--- src/rtl/bus_cmd_issue_pkg.sv ---
// Shared types for the host command issue stage: command ids, queued command
// record and FSM states.
package bus_cmd_issue_pkg;

    localparam int ADDR_W = 2;
    localparam logic [ADDR_W-1:0] CTRL_ADDR = 2'b00;

    // Payload width carried by cmd_t; the top-level DATA_W must equal this.
    localparam int CMD_DATA_W = 32;

    typedef enum logic [1:0] {
        RW_IDLE  = 2'd0,
        RW_WRITE = 2'd1,
        RW_READ  = 2'd2
    } rw_id_t;

    typedef struct packed {
        logic                  rw;
        logic [ADDR_W-1:0]     addr;
        logic [CMD_DATA_W-1:0] wdata;
    } cmd_t;

    typedef enum logic {
        ST_ISSUE     = 1'b0,
        ST_WAIT_DONE = 1'b1
    } state_t;

    function automatic rw_id_t cmd_rw_id(input logic rw);
        return rw ? RW_WRITE : RW_READ;
    endfunction

endpackage

--- src/rtl/bus_cmd_issue_fifo.sv ---
// Synchronous command FIFO (cmd_fifo): DEPTH entries of cmd_t, first-word
// fall-through head, pointers wrap modulo DEPTH.
module cmd_fifo
    import bus_cmd_issue_pkg::*;
#(
    parameter int DEPTH  = 4,
    parameter int DATA_W = CMD_DATA_W
) (
    input  logic clk,
    input  logic rst,
    input  logic push_i,
    input  cmd_t push_cmd_i,
    input  logic pop_i,
    output cmd_t head_cmd_o,
    output logic full_o,
    output logic empty_o
);

    localparam int PTR_W = $clog2(DEPTH);

    logic              mem_rw_q    [DEPTH];
    logic [ADDR_W-1:0] mem_addr_q  [DEPTH];
    logic [DATA_W-1:0] mem_wdata_q [DEPTH];

    logic [PTR_W-1:0] wr_ptr_q, rd_ptr_q;
    logic [PTR_W:0]   count_q;
    logic             push_ok, pop_ok;

    assign full_o  = (count_q == (PTR_W+1)'(DEPTH));
    assign empty_o = (count_q == '0);
    assign push_ok = push_i && !full_o;
    assign pop_ok  = pop_i && !empty_o;

    always_comb begin
        head_cmd_o       = '0;
        head_cmd_o.rw    = mem_rw_q[rd_ptr_q];
        head_cmd_o.addr  = mem_addr_q[rd_ptr_q];
        head_cmd_o.wdata = mem_wdata_q[rd_ptr_q];
    end

    always_ff @(posedge clk) begin
        if (push_ok) begin
            mem_rw_q[wr_ptr_q]    <= push_cmd_i.rw;
            mem_addr_q[wr_ptr_q]  <= push_cmd_i.addr;
            mem_wdata_q[wr_ptr_q] <= push_cmd_i.wdata;
        end
    end

    always_ff @(posedge clk) begin
        if (rst) begin
            wr_ptr_q <= '0;
            rd_ptr_q <= '0;
            count_q  <= '0;
        end else begin
            if (push_ok) wr_ptr_q <= wr_ptr_q + 1'b1;
            if (pop_ok)  rd_ptr_q <= rd_ptr_q + 1'b1;
            case ({push_ok, pop_ok})
                2'b10:   count_q <= count_q + 1'b1;
                2'b01:   count_q <= count_q - 1'b1;
                default: count_q <= count_q;
            endcase
        end
    end

endmodule

--- src/rtl/bus_cmd_issue.sv ---
// Host command issue stage: buffers host requests and issues them on the
// Rd_Wr_Id/addres/wr_data bus, stalling after control writes until done.
// Optional statistics counters are enabled with BUS_CMD_ISSUE_STATS_EN.
//
// state        | meaning
// ST_ISSUE     | pop FIFO head (if any) and drive it onto the bus next cycle
// ST_WAIT_DONE | control write outstanding; wait for operation_done or timeout
module bus_cmd_issue
    import bus_cmd_issue_pkg::*;
#(
    parameter int DATA_W      = CMD_DATA_W,
    parameter int DEPTH       = 4,
    parameter int TIMEOUT_CYC = 16
) (
    input  logic              clk,
    input  logic              rst,
    input  logic              host_valid,
    output logic              host_ready,
    input  logic              host_rw,
    input  logic [ADDR_W-1:0] host_addr,
    input  logic [DATA_W-1:0] host_wdata,
    output logic [1:0]        Rd_Wr_Id,
    output logic [ADDR_W-1:0] addres,
    output logic [DATA_W-1:0] wr_data,
    input  logic              operation_done,
    output logic              busy,
    output logic              timeout_err
`ifdef BUS_CMD_ISSUE_STATS_EN
    ,
    output logic [15:0]       issued_cnt,
    output logic [7:0]        timeout_cnt
`endif
);

    localparam int CNT_W = $clog2(TIMEOUT_CYC);

    state_t            state_q;
    rw_id_t            rw_id_q;
    logic [ADDR_W-1:0] addr_q;
    logic [DATA_W-1:0] wdata_q;
    logic              timeout_err_q;
    logic [CNT_W-1:0]  wait_cnt_q;

    cmd_t push_cmd, head_cmd;
    logic fifo_full, fifo_empty, pop, timeout_hit;

    always_comb begin
        push_cmd       = '0;
        push_cmd.rw    = host_rw;
        push_cmd.addr  = host_addr;
        push_cmd.wdata = host_wdata;
    end

    assign pop         = (state_q == ST_ISSUE) && !fifo_empty;
    assign timeout_hit = (state_q == ST_WAIT_DONE) && !operation_done
                         && (wait_cnt_q == CNT_W'(TIMEOUT_CYC - 1));

    cmd_fifo #(
        .DEPTH  (DEPTH),
        .DATA_W (DATA_W)
    ) u_fifo (
        .clk        (clk),
        .rst        (rst),
        .push_i     (host_valid),
        .push_cmd_i (push_cmd),
        .pop_i      (pop),
        .head_cmd_o (head_cmd),
        .full_o     (fifo_full),
        .empty_o    (fifo_empty)
    );

    always_ff @(posedge clk) begin
        if (rst) begin
            state_q       <= ST_ISSUE;
            rw_id_q       <= RW_IDLE;
            addr_q        <= '0;
            wdata_q       <= '0;
            timeout_err_q <= 1'b0;
            wait_cnt_q    <= '0;
        end else begin
            rw_id_q <= RW_IDLE;
            case (state_q)
                ST_ISSUE: begin
                    if (!fifo_empty) begin
                        rw_id_q <= cmd_rw_id(head_cmd.rw);
                        addr_q  <= head_cmd.addr;
                        // wr_data only follows writes; reads leave it holding
                        if (head_cmd.rw) wdata_q <= head_cmd.wdata;
                        if (head_cmd.rw && head_cmd.addr == CTRL_ADDR) begin
                            state_q    <= ST_WAIT_DONE;
                            wait_cnt_q <= '0;
                        end
                    end
                end
                ST_WAIT_DONE: begin
                    if (operation_done) begin
                        state_q    <= ST_ISSUE;
                        wait_cnt_q <= '0;
                    end else if (timeout_hit) begin
                        state_q       <= ST_ISSUE;
                        timeout_err_q <= 1'b1;
                        wait_cnt_q    <= '0;
                    end else begin
                        wait_cnt_q <= wait_cnt_q + 1'b1;
                    end
                end
                default: state_q <= ST_ISSUE;
            endcase
        end
    end

    assign host_ready  = !fifo_full;
    assign busy        = !fifo_empty || (state_q != ST_ISSUE);
    assign Rd_Wr_Id    = rw_id_q;
    assign addres      = addr_q;
    assign wr_data     = wdata_q;
    assign timeout_err = timeout_err_q;

`ifdef BUS_CMD_ISSUE_STATS_EN
    logic [15:0] issued_cnt_q;
    logic [7:0]  timeout_cnt_q;

    always_ff @(posedge clk) begin
        if (rst) begin
            issued_cnt_q  <= '0;
            timeout_cnt_q <= '0;
        end else begin
            if (rw_id_q != RW_IDLE) issued_cnt_q <= issued_cnt_q + 1'b1;
            if (timeout_hit)        timeout_cnt_q <= timeout_cnt_q + 1'b1;
        end
    end

    assign issued_cnt  = issued_cnt_q;
    assign timeout_cnt = timeout_cnt_q;
`endif

endmodule
--- config.mk ---
export PLATFORM = sky130hd
export DESIGN_NAME = bus_cmd_issue
export DESIGN_NICKNAME = d
export VERILOG_FILES = /design/src/rtl/bus_cmd_issue_pkg.sv /design/src/rtl/bus_cmd_issue_fifo.sv /design/src/rtl/bus_cmd_issue.sv
export SDC_FILE = /design/constraint.sdc
export NUM_CORES = 1
export LEC_CHECK = 0
export CAP_MARGIN = 40
export CORE_ASPECT_RATIO = 0.9
export CORE_MARGIN = 5
export CORE_UTILIZATION = 50
export CTS_BUF_LIST = sky130_fd_sc_hd__clkbuf_4
export CTS_CLUSTER_SIZE = 20
export DETAILED_ROUTE_END_ITERATION = 12
export HOLD_SLACK_MARGIN = 0.12
export PLACE_DENSITY = 0.8
export SLEW_MARGIN = 20
export SYNTH_ARGS = -nofsm -noshare
export SYNTH_HDL_FRONTEND = slang
export SYNTH_HIERARCHICAL = 1
export SYNTH_SLANG_ARGS = --single-unit
--- constraint.sdc ---
create_clock -name clk -period 2.2 [get_ports clk]
set_clock_uncertainty 0.05 [all_clocks]
set_input_delay 0.22 -clock clk [delete_from_list [all_inputs] [get_ports clk]]
set_output_delay 0.22 -clock clk [all_outputs]
set_load 0.01 [all_outputs]
Word level (Yosys, flattened, before mapping)

Memories as Yosys holds them, arrays and structs flattened. A register that Yosys moved wholly into a read port is not among the register bits.
Cells that the tools add are included.

ROM bits: 0
Output and inout port bits: 39
Latch bits: 0
Register bits after elaboration: 17
Memories: 3
Bits in writable memories: 140

Memories:

| name               | depth | width | rd ports | clocked after memory_dff | wr ports | line                     | text |
|---|---|---|---|---|---|---|---|
| u_fifo.mem_wdata_q | 4     | 32    | 1        | 1                        | 1        | bus_cmd_issue_fifo.sv:23 | `logic [DATA_W-1:0] mem_wdata_q [DEPTH];` |
| u_fifo.mem_addr_q  | 4     | 2     | 1        | 1                        | 1        | bus_cmd_issue_fifo.sv:22 | `logic [ADDR_W-1:0] mem_addr_q [DEPTH];` |
| u_fifo.mem_rw_q    | 4     | 1     | 1        | 1                        | 1        | bus_cmd_issue_fifo.sv:21 | `logic mem_rw_q [DEPTH];` |

Reductions and logical operators: 18
Add/sub/neg operators: 5
$lt $le $gt $ge: 0
Shifts and indexed selects: 0
Equal/unequal tests: 6
Bitwise logic cells: 3
Multiply operators: 0
Multiplexer cells: 18
Divide/modulo/power cells: 0

Operators by type and width:

| cell                | number |
|---|---|
| $mux 4              | 4 |
| $mux 2              | 5 |
| $pmux 4 s2          | 1 |
| $logic_and 1x1->1   | 6 |
| $mux 1              | 6 |
| $pmux 3 s2          | 1 |
| $reduce_and 3->1    | 2 |
| $add 2x1->2 const B | 2 |
| $add 4x1->4 const B | 1 |
| $eq 4x4->1 const B  | 1 |
| $reduce_and 2->1    | 2 |
| $add 3x1->3 const B | 1 |
| $eq 3x3->1 const B  | 1 |
| $logic_not 1->1     | 3 |
| $logic_not 3->1     | 1 |
| $not 1->1           | 3 |
| $reduce_or 3->1     | 1 |
| $sub 3x1->3 const B | 1 |
| $eq 2x1->1 const B  | 1 |
| $eq 2x2->1 const B  | 1 |
| $logic_not 2->1     | 1 |
| $ne 2x1->1 const B  | 1 |
| $ne 2x2->1 const B  | 1 |
| $pmux 1 s2          | 1 |
| other kinds (2)     | 2 |

Depth between registers and ports, before layout

Gate-level depths: netlist (run 1).

Depth in word-level cells: 6
Depth in mapped cells: 10

By module

Netlist (run 1), hierarchy kept.

Modules (own cells, without submodules):

| module        | area an instance (sq um) | sequential area each (sq um) | cells an instance | instances |
|---|---|---|---|---|
| cmd_fifo      | 5,587.9                  | 4,384.2                      | 237               | 1 |
| bus_cmd_issue | 1,606.5                  | 840.8                        | 151               | 1 |

Worst setup path after synthesis (run 1)

OpenSTA, ideal clock, no wires.

Kind: flip-flop to flip-flop
From: register u_fifo.count_q[0]
To: register u_fifo.count_q[2]
Period minus slack after synthesis: 2.169 ns
Cell stages (with the launch flop): 11
Path buffers: 0
Data required time: 2.080 ns
Setup time: 0.070 ns
Path slack: 0.031 ns
Arrival: 2.049 ns
Cells stage by stage: dfxtp_1 > nor3_2 > nor2_1 > o31ai_2 > inv_1 > ha_1 > inv_1 > fa_1 > xor2_1 > or3_1 > a21oi_1

Cells in the longest elaborated chain, start to end: 6

Ends and longest elaborated chain:

| element                                                | line                     | text |
|---|---|---|
| from (decl)                                            | bus_cmd_issue_fifo.sv:26 | `logic [PTR_W:0] count_q;` |
| from (signal assigned)                                 | bus_cmd_issue_fifo.sv:58 | `2'b10: count_q <= count_q + 1'b1;` |
| from (signal assigned)                                 | bus_cmd_issue_fifo.sv:59 | `2'b01: count_q <= count_q - 1'b1;` |
| from (signal assigned)                                 | bus_cmd_issue_fifo.sv:60 | `default: count_q <= count_q;` |
| $logic_not 3->1 (*)                                    | bus_cmd_issue_fifo.sv:30 | `assign empty_o = (count_q == '0);` |
| net fifo_empty                                         | bus_cmd_issue.sv:45      | `logic fifo_full, fifo_empty, pop, timeout_hit;` |
| $logic_not 1->1 (*)                                    | bus_cmd_issue.sv:54      | `assign pop = (state_q == ST_ISSUE) && !fifo_empty;` |
| $logic_and 1x1->1 (*)                                  | bus_cmd_issue.sv:54      |  |
| net pop                                                | bus_cmd_issue.sv:45      |  |
| $logic_and 1x1->1 (*)                                  | bus_cmd_issue_fifo.sv:32 | `assign pop_ok = pop_i && !empty_o;` |
| net u_fifo.pop_ok                                      | bus_cmd_issue_fifo.sv:27 | `logic push_ok, pop_ok;` |
| $eq 2x1->1 / $eq 2x2->1 (equally long branches)        | bus_cmd_issue_fifo.sv:57 | `case ({push_ok, pop_ok})` |
| $pmux 3 s2 / $reduce_bool 2->1 (equally long branches) | --                       |  |

The timed path passes the listed nets; every way through them passes the cells marked *.
A chain may end at the register's enable or synchronous reset.

Worst setup path after layout (run 1)

From: register u_fifo.count_q[1]
To: register u_fifo.count_q[2]

The elaborated chain is that of the path after synthesis.

==> metrics.md, run 1 <==
| Metric | Value |
|---|---|
| Crit path launch | `u_fifo/count_q[1]` |
| CTS root buf | `clkbuf_4` |
| Switching Power | `2.403 mW` |
| Gr usage total | `0.1602` |
| Post-synthesis cell type count | `37` |
| CP most frequent cell | `inv_1` |
| Busiest grt layer | `met2` |
| Kind of critical path | `flip-flop to flip-flop` |
| TNS Setup | `0 ps` |
| Worst setup endpoint | `u_fifo/count_q[2]` |
| R2r startpoint | `u_fifo/count_q[1]` |
| Met3 Use GR | `0.05129` |
| Drt pass-1 iters | `4` |
| Peak supply drop | `0.6381 mV` |
| Reg-to-reg setup timing slack | `110 ps` |
| # DRC | `0` |
| Post-Syn Area | `0.007194 mm²` |
| Global-route wire length before repair | `19870 µm` |
| Sequential Power Share | `0.519` |
| Most common library cell in the layout ignoring fill and taps | `edfxtp_1` |
| Pwr Density | `1027 mW/mm²` |
| Setup Fix Bufs, Post-CTS | `0` |
| GR Util met2 | `0.2673` |
| Met1 Track Usage GR | `0.1999` |
| Number of global-route vias before repair | `3800` |
| Fin crit share | `0.9496` |
| Gpl congestion | `0.7173` |
| Gate power share | `0.260` |
| Placeable core area | `0.01406 mm²` |
| CTS tree | `yes` |
| Final Hold Viols | `0` |
| Setup crit end kind | `flip-flop` |
| Final ANT Viol Nets | `0` |
| Clk sinks | `191` |
| CTS Buf Count | `17` |
| Clock latency on the worst-skew pair | `550 ps` |
| Wirelength per Cell | `18.26 µm` |
| Die outline width | `136.4 µm` |
| Initial antenna violation count | `0` |
| Yosys warnings | `6` |
| Total die area | `0.01689 mm²` |
| Area Overhead vs Synth | `19.18%` |
| Worst path slowest cell | `dfxtp_4` |
| H-tree levels | `4` |
| Hold WC Path Type | `input port to flip-flop` |
| Number of cells on the critical path | `10` |
| Die height | `123.8 µm` |
| Reg2reg end | `u_fifo/count_q[2]` |
| Input/output buffers | `77` |
| Vias post-DR | `3640` |
| Startpoint types | `flip-flop` |
| Final worst path period need | `2089 ps` |
| Ant diodes | `0` |
| Required time worst endpoint | `2640 ps` |
| Post-synthesis sequential area ratio | `0.7263` |
| Max stage delay on crit path | `400 ps` |
| Final Max Tran Viols | `0` |
| Rows | `41` |
| Crit Path Max Fanout | `4` |
| Worst path top cell family by delay | `adder cells` |
| Mean post-synth cell area | `18.54 µm²` |
| Largest net degree at the start of global routing | `36` |
| Worst path bufs/invs | `2` |
| Register bit total from synthesis | `191` |
| Worst EP arrival | `2530 ps` |
| Grt ovf | `0` |
| Clock network power share | `0.221` |
| CTS Buffer Depth | `2` |
| WL final | `12660 µm` |
| Worst slew pin tran | `582.3 ps` |
| Detailed router's first-iteration violation count | `250` |
| Max-slew headroom | `0.6110` |
| LEAKAGE | `2.818 nW` |
| Io pins | `78` |
| Placed Cells incl. Taps | `660` |
| Switching Fraction | `0.2729` |
| Max-cap violations | `0` |
| Starting density of the core | `0.5118` |
| Most frequent cells in the layout | `140 x edfxtp_1, 75 x clkdlybuf4s50_1, 46 x dfxtp_1` |
| Crit path cell chain | `nor3_2 > nor2_1 > o31ai_2 > inv_1 > ha_2 > inv_1 > fa_1 > xor2_1 > or3_1 > a21oi_1` |
| Syn_nets | `434` |
| Post-DP HPWL | `7779 µm` |
| Fmax | `0.4787 GHz` |
| # setup viols final | `0` |
| Clk slew on worst S/H paths | `140 ps` |
| Outcome | `finished, final reports clean` |
| Pint | `6.402 mW` |
| Share of layout cells above drive strength 1 | `0.2020` |
| Nets@finish | `533` |
| Synth Instances | `388` |
| Worst R2R Path Depth | `10` |
| Vias/cell | `5.253` |
| Final std cells w/o fill | `693` |
per-layer routing:
layer	vias up	wire (µm)	part of all wire
li1	1697	-	-
met1	1843	5344	0.42
met2	85	6458	0.51
met3	15	700	0.055
met4	0	150	0.012
met5	-	0	0
how the worst min path moves through the flow:
| stage | startpoint | end | depth (start not counted) |
|---|---|---|---|
| after floorplan | host_addr[0] | u_fifo/mem_addr_q[0][0] | 0 |
| after CTS | host_wdata[22] | u_fifo/mem_wdata_q[3][22] | 1 |
| after global routing | host_wdata[22] | u_fifo/mem_wdata_q[0][22] | 1 |
| final | host_wdata[7] | u_fifo/mem_wdata_q[2][7] | 1 |
| after global placement | timeout_err | timeout_err | 2 |
| after detailed placement | timeout_err | timeout_err | 2 |
area by class of cell:
cell class                      count  area (µm²)
Clock buffer                       19       142.6
Tap cell                          193       241.5
Clock inverter                     13       161.4
Timing Repair Buffer               99       993.5
Multi-Input combinational cell    168        1762
Sequential cell                   191        5236
Fill cell                        1043        5482
Inverter                           10       37.54
worst reg2reg max path: cells and delay by family (launching register included):
family | cells | cell delay, ps
adders and majority gates | 2 | 560
and+or+nand+nor | 3 | 530
DFF | 1 | 400
AOI/OAI and AO/OA | 2 | 230
xor gates and xnor gates | 1 | 160
buffers and inverters | 2 | 120
power groups by stage:
stage	sequential, mW	combinational, mW	clock (mW)
4_1_cts	4.57	2.31	2.00
2_1_floorplan	4.71	1.32	0
3_3_place_gp	4.63	2.22	0
6_report	4.57	2.29	1.95
3_5_place_dp	4.65	2.30	0
5_1_grt	4.63	2.48	2.16
cell usage after synthesis (all sizes together):
library cell,count,area (µm²)
a21oi,8,40.04
a22oi,1,7.510
a311oi,2,23.77
a32oi,1,8.760
a41oi,2,25.03
and2,4,25.02
buf,13,168.9
clkbuf,6,23.77
dfxtp,51,1021
edfxtp,140,4204
fa,1,20.02
ha,6,75.07
inv,10,37.54
mux2i,33,330.3
mux4,35,807.0
nand2,5,18.77
nand2b,3,18.77
nand3,4,20.02
nand3b,1,7.510
nor2,43,161.4
nor2b,2,12.51
nor3,1,10.01
nor3b,2,25.02
nor4,1,6.260
o21ai,5,25.02
o31ai,1,12.51
or3,3,18.77
or4b,1,13.76
xor2,3,26.28
cell families after synthesis:
group,after synthesis,synth area share
AO/OA/AOI/OAI,20,0.01983
buffers and inverters,29,0.03200
adder cells (fa/ha/maj),7,0.01322
multiplexers,68,0.1581
AND/OR/NAND/NOR,70,0.04696
flip-flops,191,0.7263
XOR/XNOR,3,0.003653
stage by stage:
| stage | power (mW) | setup slack [ps] | area [µm²] | utilization | hold WS (ps) |
|---|---|---|---|---|---|
| final | 8.806 | 110.8 | 8574 | 0.6100 | 236.1 |
| after global routing | 9.260 | -27.66 | 8574 | 0.6100 | 162.2 |
| after CTS | 8.886 | 30.45 | 8558 | 0.6089 | 172.6 |
| after detailed placement | 6.944 | 22.33 | 8238 | 0.5861 | 416.4 |
| after global placement | 6.857 | -3.517 | 8223 | 0.5850 | 408.5 |
| after floorplan | 6.027 | 30.62 | 7194 | - | 268.9 |
sequential cells by signal, summed over array words and instances, names as in the netlist, named ones only:
| signal | count |
|---|---|
| u_fifo/wr_ptr_q | 2 |
| u_fifo/mem_rw_q | 4 |
| u_fifo/mem_addr_q | 8 |
| Rd_Wr_Id | 2 |
| wr_data | 32 |
| u_fifo/mem_wdata_q | 128 |
| timeout_err | 1 |
| addres | 2 |
| u_fifo/count_q | 3 |
| u_fifo/rd_ptr_q | 2 |
| wait_cnt_q | 4 |
| state_q | 1 |
repair_timing:
| action | in CTS | in global routing |
|---|---|---|
| hold endpoints to repair | 24 | 0 |
| pin swaps | 0 | 1 |
| hold buffers | 1 | 0 |
| setup endpoints to repair | 2 | 3 |
| resized for setup | 3 | 7 |
No activity file was read; power rests on OpenSTA's default activity.
==> run 2, diff against run 1 <==
--- a/config.mk
+++ b/config.mk
@@ -14,6 +14,7 @@
 export DETAILED_ROUTE_END_ITERATION = 12
 export HOLD_SLACK_MARGIN = 0.12
 export PLACE_DENSITY = 0.8
+export SETUP_SLACK_MARGIN = 0.2
 export SLEW_MARGIN = 20
 export SYNTH_ARGS = -nofsm -noshare
 export SYNTH_HDL_FRONTEND = slang
==> constraint.sdc (replaced) <==
create_clock -name clk -period 2.2 [get_ports clk]
set_clock_uncertainty 0.05 [all_clocks]
set_input_delay 0.44 -clock clk [delete_from_list [all_inputs] [get_ports clk]]
set_output_delay 0.44 -clock clk [all_outputs]
set_load 0.01 [all_outputs]
==> run 2 against run 1 <==
  * Sequential cell count did not move
  * Sequential share of layout area fell by 4.1 points
  * Setup slack got worse by 35 ps
  * Cell area grew 7.4%
  * First-iteration DRC count grew 44%
  * Clock power increased by 5%
  * Clock-buffer cell count decreased by 2
  * Die area unchanged
  * Largest power group unchanged
==> metrics.md, run 2 (synthesis results as in run 1) <==
| Metric | Value |
|---|---|
| Largest net degree at the start of global routing | `29` |
| Clk sinks | `191` |
| Grt ovf | `0` |
| Hold WC Path Type | `input port to flip-flop` |
| Share of layout cells above drive strength 1 | `0.2924` |
| Starting density of the core | `0.5118` |
| Startpoint types | `flip-flop` |
| Fin crit share | `0.9656` |
| Final Hold Viols | `0` |
| Placeable core area | `0.01406 mm²` |
| CTS root buf | `clkbuf_4` |
| WL final | `15320 µm` |
| Kind of critical path | `flip-flop to flip-flop` |
| Input/output buffers | `77` |
| # DRC | `0` |
| Clock network power share | `0.219` |
| Hold Slack | `215.4 ps` |
| Most common library cell in the layout ignoring fill and taps | `edfxtp_1` |
| Rows | `41` |
| Worst setup margin | `75.70 ps` |
| Max-slew headroom | `0.7249` |
| CTS Buf Count | `17` |
| Wirelength per Cell | `20.96 µm` |
| Final Max Tran Viols | `0` |
| Worst path slowest cell | `dfxtp_4` |
| LEAKAGE | `3.327 nW` |
| Sequential Power Share | `0.492` |
| Vias post-DR | `3979` |
| Fmax | `0.4707 GHz` |
| Gate power share | `0.289` |
| Top reg by flops | `u_fifo/mem_wdata_q` |
| Required time worst endpoint | `2660 ps` |
| Switching Fraction | `0.2817` |
| Crit Path Max Fanout | `3` |
| # setup viols final | `0` |
| Nets@finish | `570` |
| Area Overhead vs Synth | `28.03%` |
| Io pins | `78` |
| Max reg flops | `128` |
| RSZ-0062 raised after global routing | `yes` |
| Placed Cells incl. Taps | `661` |
| Crit path cell chain | `buf_6 > nor3b_4 > nor2_2 > inv_2 > ha_4 > inv_2 > fa_2 > xor2_1 > or3_1 > a21oi_1` |
| Switching Power | `2.635 mW` |
| Total die area | `0.01689 mm²` |
| Reg-to-reg setup timing slack | `80 ps` |
| Final std cells w/o fill | `731` |
| DP Worst Slack | `-143.3 ps` |
| Drt pass-1 iters | `6` |
| Outcome | `finished, final reports clean` |
| Final Power | `9.353 mW` |
| Pint | `6.718 mW` |
| Peak supply drop | `0.5632 mV` |
| Gr usage total | `0.1722` |
| Cts hold-fix bufs | `0` |
| Clk slew on worst S/H paths | `150 ps` |
| Pwr Density | `1015 mW/mm²` |
| Die height | `123.8 µm` |
| H-tree levels | `4` |
| Setup crit end kind | `flip-flop` |
| Number of global-route vias before repair | `3999` |
| CTS tree | `yes` |
| Final worst path period need | `2124 ps` |
| Gpl congestion | `0.7118` |
| Worst slew pin tran | `412.6 ps` |
| Die outline width | `136.4 µm` |
| Max-cap violations | `0` |
| Worst EP arrival | `2590 ps` |
| Max stage delay on crit path | `390 ps` |
| CP most frequent cell | `inv_2` |
| Post-DP HPWL | `8500 µm` |
| CTS Buffer Depth | `2` |
| Final ANT Viol Nets | `0` |
| Global-route wire length before repair | `21290 µm` |
| Most frequent cells in the layout | `140 x edfxtp_1, 41 x nor2_1, 39 x dfxtp_1` |
| Detailed router's first-iteration violation count | `361` |
| Initial antenna violation count | `0` |
| Clock latency on the worst-skew pair | `580 ps` |
| Vias/cell | `5.443` |
==> run 2: changes by cell type in the layout (fill, tap and decap cells not counted), moves of 4 or more <==
cell,previous run,this run
and2_2,4,0
and2_4,0,4
buf_12,4,8
buf_4,15,23
buf_6,1,11
buf_8,1,7
clkbuf_16,0,9
clkdlybuf4s50_1,75,37
dfxtp_1,46,39
dfxtp_2,3,9
dlygate4sd2_1,1,34
inv_1,10,6
inv_2,0,4
==> run 2: path summary, 6_finish.rpt <==
kind / startpoint / end / cells past startpoint
setup reg to reg: u_fifo/count_q[1] / u_fifo/count_q[2] / 10
hold / removal: rst / wr_data[11] / 2
setup / recovery: u_fifo/count_q[1] / u_fifo/count_q[2] / 10
hold reg to reg: addres[0] / addres[0] / 2
==> run 2: power groups by stage <==
stage                     combinational [mW]  sequential (mW)  clock (mW)
final                                   2.71             4.60        2.05
after global routing                    2.91             4.64        2.25
after floorplan                         1.33             4.70           0
after global placement                  2.22             4.64           0
after CTS                               2.47             4.59        2.09
after detailed placement                2.30             4.66           0
==> run 2: critical path: cells and delay by family (launching register included) <==
family | cells | cell delay, ps
compound gates | 1 | 130
xor+xnor | 1 | 160
fa+ha+maj | 2 | 490
buf+inv | 3 | 230
flops | 1 | 390
simple gates | 3 | 610
==> run 2: timing repair <==
action                                  CTS  global route
pin swaps                                 5            13
gates cloned                              2            12
endpoints found under the setup margin   61           163
setup buffers                            18             5
gates resized for setup                  68            33
==> run 2: area by class of cell <==
type	count	area, µm²
Tap cell	193	241.5
Inverter	10	37.54
Antenna cell	1	2.502
Multi-Input combinational cell	168	1798
Fill cell	975	4845
Clock inverter	15	193.9
Clock buffer	17	127.6
Sequential cell	191	5248
Timing Repair Buffer	136	1563
==> run 2: through the flow <==
stage / instance area, µm² / TNS [ps] / util
6_report: 9211 / 0 / 0.6553
2_1_floorplan: 7196 / 0 / -
4_1_cts: 8821 / 0 / 0.6276
3_5_place_dp: 8254 / -248.6 / 0.5872
5_1_grt: 9209 / -10.95 / 0.6552
3_3_place_gp: 8239 / -2394 / 0.5862
==> run 2: metal layers <==
metal,global-route usage,vias to the layer above,part of all wire
li1,-,1790,-
met1,0.2349,2002,0.44
met2,0.2713,163,0.48
met3,0.05250,24,0.066
met4,0.05038,0,0.014
met5,0,-,0
